[src/rtl/block_pixel_streamer.sv]
// block_pixel_streamer
// Turns AXI read bursts (one burst per block row, one RGB pixel per beat)
// into an 8-bit grey pixel stream with block and frame markers.
//
// State table:
//   state  | meaning
//   IDLE   | waiting for frame_start with a non-zero block count
//   STREAM | accepting beats; one output pixel per accepted beat
//   FLUSH  | all beats taken, waiting for the eof pixel to be accepted
//
// Ports:
//   clk, rst           clock, synchronous active-high reset
//   frame_start        start pulse, honoured only in IDLE
//   blocks_per_frame   block count, latched when a frame starts
//   rdata/rvalid/rlast AXI read-data beat (R=[23:16] G=[15:8] B=[7:0])
//   rready             beat accept
//   pix_data/pix_valid output grey pixel, downstream handshake via pix_ready
//   pix_sob/eob/sof/eof block and frame markers, aligned with pix_data
//   busy               FSM not in IDLE
//   frame_done         one-cycle pulse after the eof pixel is accepted
//   burst_err          sticky rlast mismatch, cleared when a frame starts
module block_pixel_streamer #(
    parameter int DATA_WIDTH = 32,
    parameter int PIX_WIDTH  = 8,
    parameter int BLOCK_SIZE = 8
) (
    input  logic                  clk,
    input  logic                  rst,
    input  logic                  frame_start,
    input  logic [31:0]           blocks_per_frame,
    input  logic [DATA_WIDTH-1:0] rdata,
    input  logic                  rvalid,
    input  logic                  rlast,
    output logic                  rready,
    output logic [PIX_WIDTH-1:0]  pix_data,
    output logic                  pix_valid,
    input  logic                  pix_ready,
    output logic                  pix_sob,
    output logic                  pix_eob,
    output logic                  pix_sof,
    output logic                  pix_eof,
    output logic                  busy,
    output logic                  frame_done,
    output logic                  burst_err
);

    typedef enum logic [1:0] {
        S_IDLE   = 2'd0,
        S_STREAM = 2'd1,
        S_FLUSH  = 2'd2
    } state_t;

    localparam logic [31:0] B_LAST = 32'(BLOCK_SIZE - 1);
    localparam int SUM_W  = PIX_WIDTH + 2;
    localparam int PROD_W = SUM_W + 10;

    state_t state, next_state;

    logic [31:0] col, row, blk, blk_total;
    logic        col_last, row_last, blk_last;
    logic        beat_acc, pix_acc, start_ok, last_beat;

    logic [PIX_WIDTH-1:0] ch_r, ch_g, ch_b, mean;
    logic [SUM_W-1:0]     sum;
    logic [PROD_W-1:0]    prod;
    logic                 unused_top;

    assign col_last  = (col == B_LAST);
    assign row_last  = (row == B_LAST);
    assign blk_last  = (blk == blk_total - 32'd1);
    assign rready    = (state == S_STREAM) && (!pix_valid || pix_ready);
    assign beat_acc  = rvalid && rready;
    assign pix_acc   = pix_valid && pix_ready;
    assign start_ok  = (state == S_IDLE) && frame_start && (blocks_per_frame != 32'd0);
    assign last_beat = beat_acc && col_last && row_last && blk_last;
    assign busy      = (state != S_IDLE);

    // Divide by 3 as multiply-and-shift: exact for every sum 0..765.
    assign ch_r       = rdata[3*PIX_WIDTH-1:2*PIX_WIDTH];
    assign ch_g       = rdata[2*PIX_WIDTH-1:PIX_WIDTH];
    assign ch_b       = rdata[PIX_WIDTH-1:0];
    assign sum        = SUM_W'(ch_r) + SUM_W'(ch_g) + SUM_W'(ch_b);
    assign prod       = PROD_W'(sum) * PROD_W'(683);
    assign mean       = PIX_WIDTH'(prod >> 11);
    assign unused_top = ^rdata[DATA_WIDTH-1:3*PIX_WIDTH];

    always_ff @(posedge clk) begin
        if (rst) begin
            state <= S_IDLE;
        end else begin
            state <= next_state;
        end
    end

    always_comb begin
        next_state = state;
        case (state)
            S_IDLE:   if (start_ok)              next_state = S_STREAM;
            S_STREAM: if (last_beat)             next_state = S_FLUSH;
            S_FLUSH:  if (pix_acc && pix_eof)    next_state = S_IDLE;
            default:                             next_state = S_IDLE;
        endcase
    end

    always_ff @(posedge clk) begin
        if (rst) begin
            col       <= '0;
            row       <= '0;
            blk       <= '0;
            blk_total <= '0;
        end else if (start_ok) begin
            col       <= '0;
            row       <= '0;
            blk       <= '0;
            blk_total <= blocks_per_frame;
        end else if (beat_acc) begin
            col <= col_last ? '0 : col + 32'd1;
            if (col_last) begin
                row <= row_last ? '0 : row + 32'd1;
                if (row_last) begin
                    blk <= blk_last ? '0 : blk + 32'd1;
                end
            end
        end
    end

    // Output register: loads on every accepted beat, drains when downstream
    // takes the pixel; markers are computed from the pre-increment counters.
    always_ff @(posedge clk) begin
        if (rst) begin
            pix_valid  <= 1'b0;
            pix_data   <= '0;
            pix_sob    <= 1'b0;
            pix_eob    <= 1'b0;
            pix_sof    <= 1'b0;
            pix_eof    <= 1'b0;
            frame_done <= 1'b0;
            burst_err  <= 1'b0;
        end else begin
            frame_done <= (state == S_FLUSH) && pix_acc && pix_eof;
            if (beat_acc) begin
                pix_valid <= 1'b1;
                pix_data  <= mean;
                pix_sob   <= (col == '0) && (row == '0);
                pix_eob   <= col_last && row_last;
                pix_sof   <= (col == '0) && (row == '0) && (blk == '0);
                pix_eof   <= col_last && row_last && blk_last;
            end else if (pix_ready) begin
                pix_valid <= 1'b0;
            end
            if (start_ok) begin
                burst_err <= 1'b0;
            end else if (beat_acc && (rlast != col_last)) begin
                burst_err <= 1'b1;
            end
        end
    end

endmodule

[config.mk]
export PLATFORM = sky130hd
export DESIGN_NAME = block_pixel_streamer
export DESIGN_NICKNAME = d
export VERILOG_FILES = /design/src/rtl/block_pixel_streamer.sv
export SDC_FILE = /design/constraint.sdc
export NUM_CORES = 1
export LEC_CHECK = 0
export CORE_MARGIN = 4
export CORE_UTILIZATION = 50
export CTS_BUF_LIST = sky130_fd_sc_hd__clkbuf_16
export DETAILED_ROUTE_END_ITERATION = 8
export DONT_BUFFER_PORTS = 1
export SYNTH_ARGS = -nofsm -noshare
export SYNTH_HDL_FRONTEND = slang
export SYNTH_SLANG_ARGS = --single-unit
[constraint.sdc]
create_clock -name clk -period 12.9 [get_ports clk]
set_input_delay 2.58 -clock clk [delete_from_list [all_inputs] [get_ports clk]]
set_output_delay 2.58 -clock clk [all_outputs]
set_load 0.03 [all_outputs]
### Word level (Yosys, flattened, before mapping)

Cells that the tools add are included.

| word-level totals | value |
|---|---|
| bits in registers | 145 |
| input bits | 70 |
| output and inout port bits | 17 |
| logic and storage cells | 67 |

| cells by class | value |
|---|---|
| $add $sub $neg | 6 |
| multiply operators | 1 |
| equal/unequal tests | 9 |
| multiplexer cells | 9 |
| reductions and logical operators | 29 |

Operators with widths:

| cell | number |
|---|---|
| 32-bit by 1-bit adder with 32-bit output (second input constant) | 3 |
| 32-bit logical NOT | 3 |
| 32-bit two-way mux | 3 |
| 32-bit by 3-bit == test with 1-bit output (second input constant) | 2 |
| 32-bit == test | 1 |
| 32-bit nonzero test | 1 |
| 32-bit by 1-bit subtractor with 32-bit output (second input constant) | 1 |
| 10-bit by 10-bit multiplier with 19-bit output (second input constant) | 1 |
| 1-bit logical AND | 16 |
| 9-bit by 8-bit adder with 10-bit output | 1 |
| 8-bit by 8-bit adder with 9-bit output | 1 |
| 2-bit two-way mux | 3 |
| 2-bit inequality test (second input constant) | 3 |
| 2-bit one-hot mux with 3 select lines | 1 |
| 3-bit AND reduction | 2 |
| 2-bit nonzero test | 2 |
| 2-bit by 1-bit == test with 1-bit output (second input constant) | 1 |
| 2-bit == test (second input constant) | 1 |
| 2-bit logical NOT | 1 |
| 1-bit two-way mux | 2 |
| 2-bit AND reduction | 1 |
| 2-bit OR reduction | 1 |
| 1-bit logical NOT | 1 |
| 1-bit logical OR | 1 |
| 1-bit inequality test | 1 |

### Depth between registers and ports, before layout

| depth | value |
|---|---|
| depth after elaboration | 9 |
| depth in mapped cells | 28 |
| gate-level depth less buffers | 28 |

### Worst setup path before layout

Ideal clock, no wire load.

| path | value |
|---|---|
| path kind | input to register |
| from | in rdata[1] |
| to | reg pix_data[7] |
| library setup time | 0.071 ns |
| arrival | 8.670 ns |
| required time | 12.829 ns |
| path slack | 4.159 ns |
| cell stages on the path | 25 |
| path buffers | 0 |
| cells stage by stage | inv_1 fa_1 inv_1 ha_1 inv_1 fa_1 nor2b_1 o21a_1 o21ai_0 a2111oi_0 ha_1 ha_1 inv_1 fa_1 inv_1 fa_1 ha_1 ha_1 and3_1 a21oi_1 a31oi_1 a211oi_1 xnor2_1 nand2_1 a21oi_1 |

| between the ends | value |
|---|---|
| longest elaborated chain between the ends | 2 |

RTL lines:

| item | RTL line | RTL |
|---|---|---|
| start: declaration | 31 | `input logic [DATA_WIDTH-1:0] rdata,` |
| 9-bit by 8-bit adder with 10-bit output | 82 | `assign sum = SUM_W'(ch_r) + SUM_W'(ch_g) + SUM_W'(ch_b);` |
| 10-bit by 10-bit multiplier with 19-bit output | 83 | `assign prod = PROD_W'(sum) * PROD_W'(683);` |
| end signal: assignment | 143 | `pix_data <= mean;` |
| end: declaration | 35 | `output logic [PIX_WIDTH-1:0] pix_data,` |

No other way between the ends.
A chain may end at the register's enable or synchronous reset.

### Worst setup path in the final report

| path | value |
|---|---|
| from | in rdata[1] |
| to | reg pix_data[5] |

Same word-level chain as after synthesis.

==> flow_summary_export.csv <==
group,metric,value,unit
clocking,htree_levels,4,
clocking,hold_buffers,0,
timing,finClkSkew,0.00933,ns
layout,layout.area.seq,2900,sq um
synthesis,synthAdderAreaFrac,15.2,%
power_and_ir_drop,ir_drop,326,uV
synthesis,syn_area,9860,sq um
grt,grt_first_pass_wirelength,36000,microns
power_and_ir_drop,power_frac_clock,18.9,%
synthesis,async_flop_share,0,%
die,start_util,50.8,%
job,drv_cap,0,
timing,setup_violations,0,
synthesis,synth_area_leader_cell,"dfxtp_1",
layout,nNetsFinal,1276,
power_and_ir_drop,p_int,0.00147,W
die,die-area,22000,sq um
synthesis,synth_top_family_by_area,"simple AND/OR/NAND/NOR gates",
timing,post-route-min-period,8.55,ns
synthesis,synth_top_flop_cell,"dfxtp_1",
synthesis,synth_cell_types,71,
layout,area_growth,7.68,%
synthesis,avgSynthCellArea,8.80,sq um
detailed_routing,drtAntennaViolNets,0,
placement,portBuffers,0,
critical_path,setup.worst_path.start,"rdata[1]",
grt,grt_start_max_net_pins,50,
clocking,cts_num_sinks,145,
timing,worst_pin_slew,1.06,ns
synthesis,synth_fp_nets,1292,
worst_hold_path,hold_class,"reg -> reg",
layout,final_cell_mix,"nor2_1 (158), dfxtp_1 (145), xnor2_1 (90)",
detailed_routing,viasPerCell,5.46,
layout,antennaDiodeCount,0,
detailed_routing,vias,7550,
die,die_width,148,microns
layout,fin_area,10600,sq um
timing,finalHoldViolCount,0,
clocking,cts_resized,0,
worst_hold_path,hold_start,"state[0]",
clocking,clockBufferDepth,2,
synthesis,synthCells,1120,
critical_path,critPathRequiredTime,13.26,ns
grt,grt_antenna_before_repair,0,
power_and_ir_drop,p_per_area,245,nW/um^2
detailed_routing,drt-pass1-iter-count,5,
synthesis,synth_area_leaders,"dfxtp_1 (29%), ha_1 (9.1%), xnor2_1 (8.0%)",
power_and_ir_drop,power_frac_seq,18.7,%
synthesis,yosysSeqAreaShare,29.4,%
timing,max_freq,117,MHz
critical_path,cp-start-kind,"primary input",
critical_path,r2r-start,"blk_total[0]",
synthesis,synth.area.mux_share,3.77,%
synthesis,synth_warnings,0,
clocking,path_clk_slew,0.07,ns
synthesis,synth_compound_area_share,6.14,%
placement,gp_congestion,0.861,
grt,grt-ovfl-total,0,
synthesis,ys_ff_latch,145,
synthesis,synthSimpleGateAreaFrac,27.5,%
layout,layout_commonest_cell,"nor2_1",
synthesis,synth_xor_area_share,13.0,%
die,core.rowCount,51,
detailed_routing,drc_errors,0,
die,fp.coreArea,19400,sq um
detailed_routing,detail_route.wl_per_cell,15.3,microns
placement,dp_hpwl,16000,microns
timing,relSlewSlack,29.0,%
critical_path,cp.arrival,8.91,ns
die,dieHeight,148,microns
power_and_ir_drop,swShare,43.6,%
clocking,clk-insertion-delay-late,0.43,ns
power_and_ir_drop,p_switching,0.00113,W
timing,fin_crit_sh,66.3,%
timing,rsz0062_at_grt,"false",
synthesis,synth_top_area_share,29.4,%
detailed_routing,wl,21100,microns
placement,placed_area,10000,sq um
critical_path,crit_type,"in -> reg",
critical_path,worstPathMaxFanout,4,
clocking,cts_tree,"done",
clocking,cts_setup_buffers,0,
timing,fin_tns_setup,0,ns
power_and_ir_drop,power.leakage,4.10,nW
clocking,cts_buffers,17,
outcome,status,"complete, no violations",
detailed_routing,drt-initial-drc-count,291,
clocking,cts-root-buf,"clkbuf_16",
power_and_ir_drop,combPwrFrac,62.4,%
layout,layout-drive-gt1-share,8.86,%
grt,track_usage,19.8,%
die,num_io_pins,87,
layout,fill_cells,1876,
grt,first_global_vias,7386,
critical_path,endpoint_kind,"flop",
timing,slew_viol_final,0,
layout,multi_input_area,6470,sq um
synthesis,synth_edf_count,0,
per-stage QoR:
stage / util (%) / power, W / hold slack (ns) / setup slack (ns) / instances
global placement: 51.7 / 0.00211 / 0.474 / 3.87 / 1350
finish: 54.7 / 0.00260 / 0.492 / 4.35 / 1382
detailed placement: 51.7 / 0.00213 / 0.469 / 3.82 / 1350
floorplan: - / 0.00179 / 0.428 / 4.16 / 1120
CTS: 54.7 / 0.00264 / 0.482 / 4.25 / 1382
global route: 54.7 / 0.00294 / 0.523 / 3.88 / 1382
critical path, stage by stage:
cell and delay, ns:
inv_1 0.03, fa_1 0.52, inv_1 0.04, ha_1 0.20
inv_1 0.07, fa_1 0.19, nor2b_1 0.05, o21a_1 0.17
or2_2 0.29, a21oi_1 0.15, o21bai_1 0.09, xor2_1 0.27
ha_1 0.33, ha_1 0.35, fa_1 0.48, fa_1 0.54
inv_1 0.05, fa_1 0.53, inv_1 0.04, ha_1 0.28
nand2_1 0.07, a211oi_1 0.35, o21ai_0 0.22, a31oi_1 0.40
a21oi_1 0.18, xnor2_1 0.17, nand2_1 0.10, a21oi_1 0.16
worst paths after layout:
check                           slack, ns     endpoint  cells after the start
worst max-delay path                 4.35  pix_data[5]                     28
worst max register to register       8.89       blk[2]                     11
worst min register to register       0.49   frame_done                      1
worst min-delay path                 0.49   frame_done                      1
area by class of cell:
class,count,area share (%)
Timing Repair Buffer,4,0.283
Tap cell,265,3.12
Clock buffer,17,4.01
Sequential cell,145,27.3
Inverter,79,2.79
Clock inverter,15,1.49
Multi-Input combinational cell,857,61.0
power groups by stage:
stage	Clock (W)	Combinational [W]	Sequential, W
2_1_floorplan	0	0.00130	0.000492
3_3_place_gp	0	0.00161	0.000497
3_5_place_dp	0	0.00163	0.000497
4_1_cts	0.000500	0.00166	0.000488
5_1_grt	0.000518	0.00193	0.000489
6_report	0.000492	0.00162	0.000487
cells in the mapped netlist (all sizes together), types with 3 or more instances:
library cell,n
nand2,67
and4,8
mux2i,36
o21ai,9
a211oi,10
and2,8
or2,4
o31ai,4
nor3b,4
clkbuf,30
xnor2,91
nor4,43
nor3,66
o21a,3
dfxtp,145
ha,72
or4,3
o21bai,4
xor2,54
a21oi,30
nor2,158
and3,18
fa,30
or3,5
nand3,38
inv,79
a2111oi,3
a211o,3
buf,9
o22ai,4
nand2b,3
nor2b,8
nor4b,4
nand4,45
or4b,3
flip-flops by register name, indices dropped and copies added (netlist names):
register    cells
pix_sof         1
state           2
pix_eof         1
row            32
col            32
blk_total      32
frame_done      1
pix_eob         1
burst_err       1
blk            32
pix_data        8
pix_valid       1
pix_sob         1
per-layer routing:
metal  GRT usage, %  wire [microns]  share of wire, %  vias up
met2           33.5           10200                48      107
met3           3.20             694               3.3       26
li1               -               -                 -     3850
met4           5.73             346               1.6        0
met1           26.3            9880                47     3567
met5              0               0                 0        -
cells by family (layout without fill, tap and decap cells):
family          count (synthesis)  after routing
simple gates                  487            487
flops                         145            145
fa+ha+maj                     102            102
buf+inv                       118            115
mux                            37             37
compound gates                 86             86
xor+xnor                      145            145
Power figures use the tool's default switching activity.
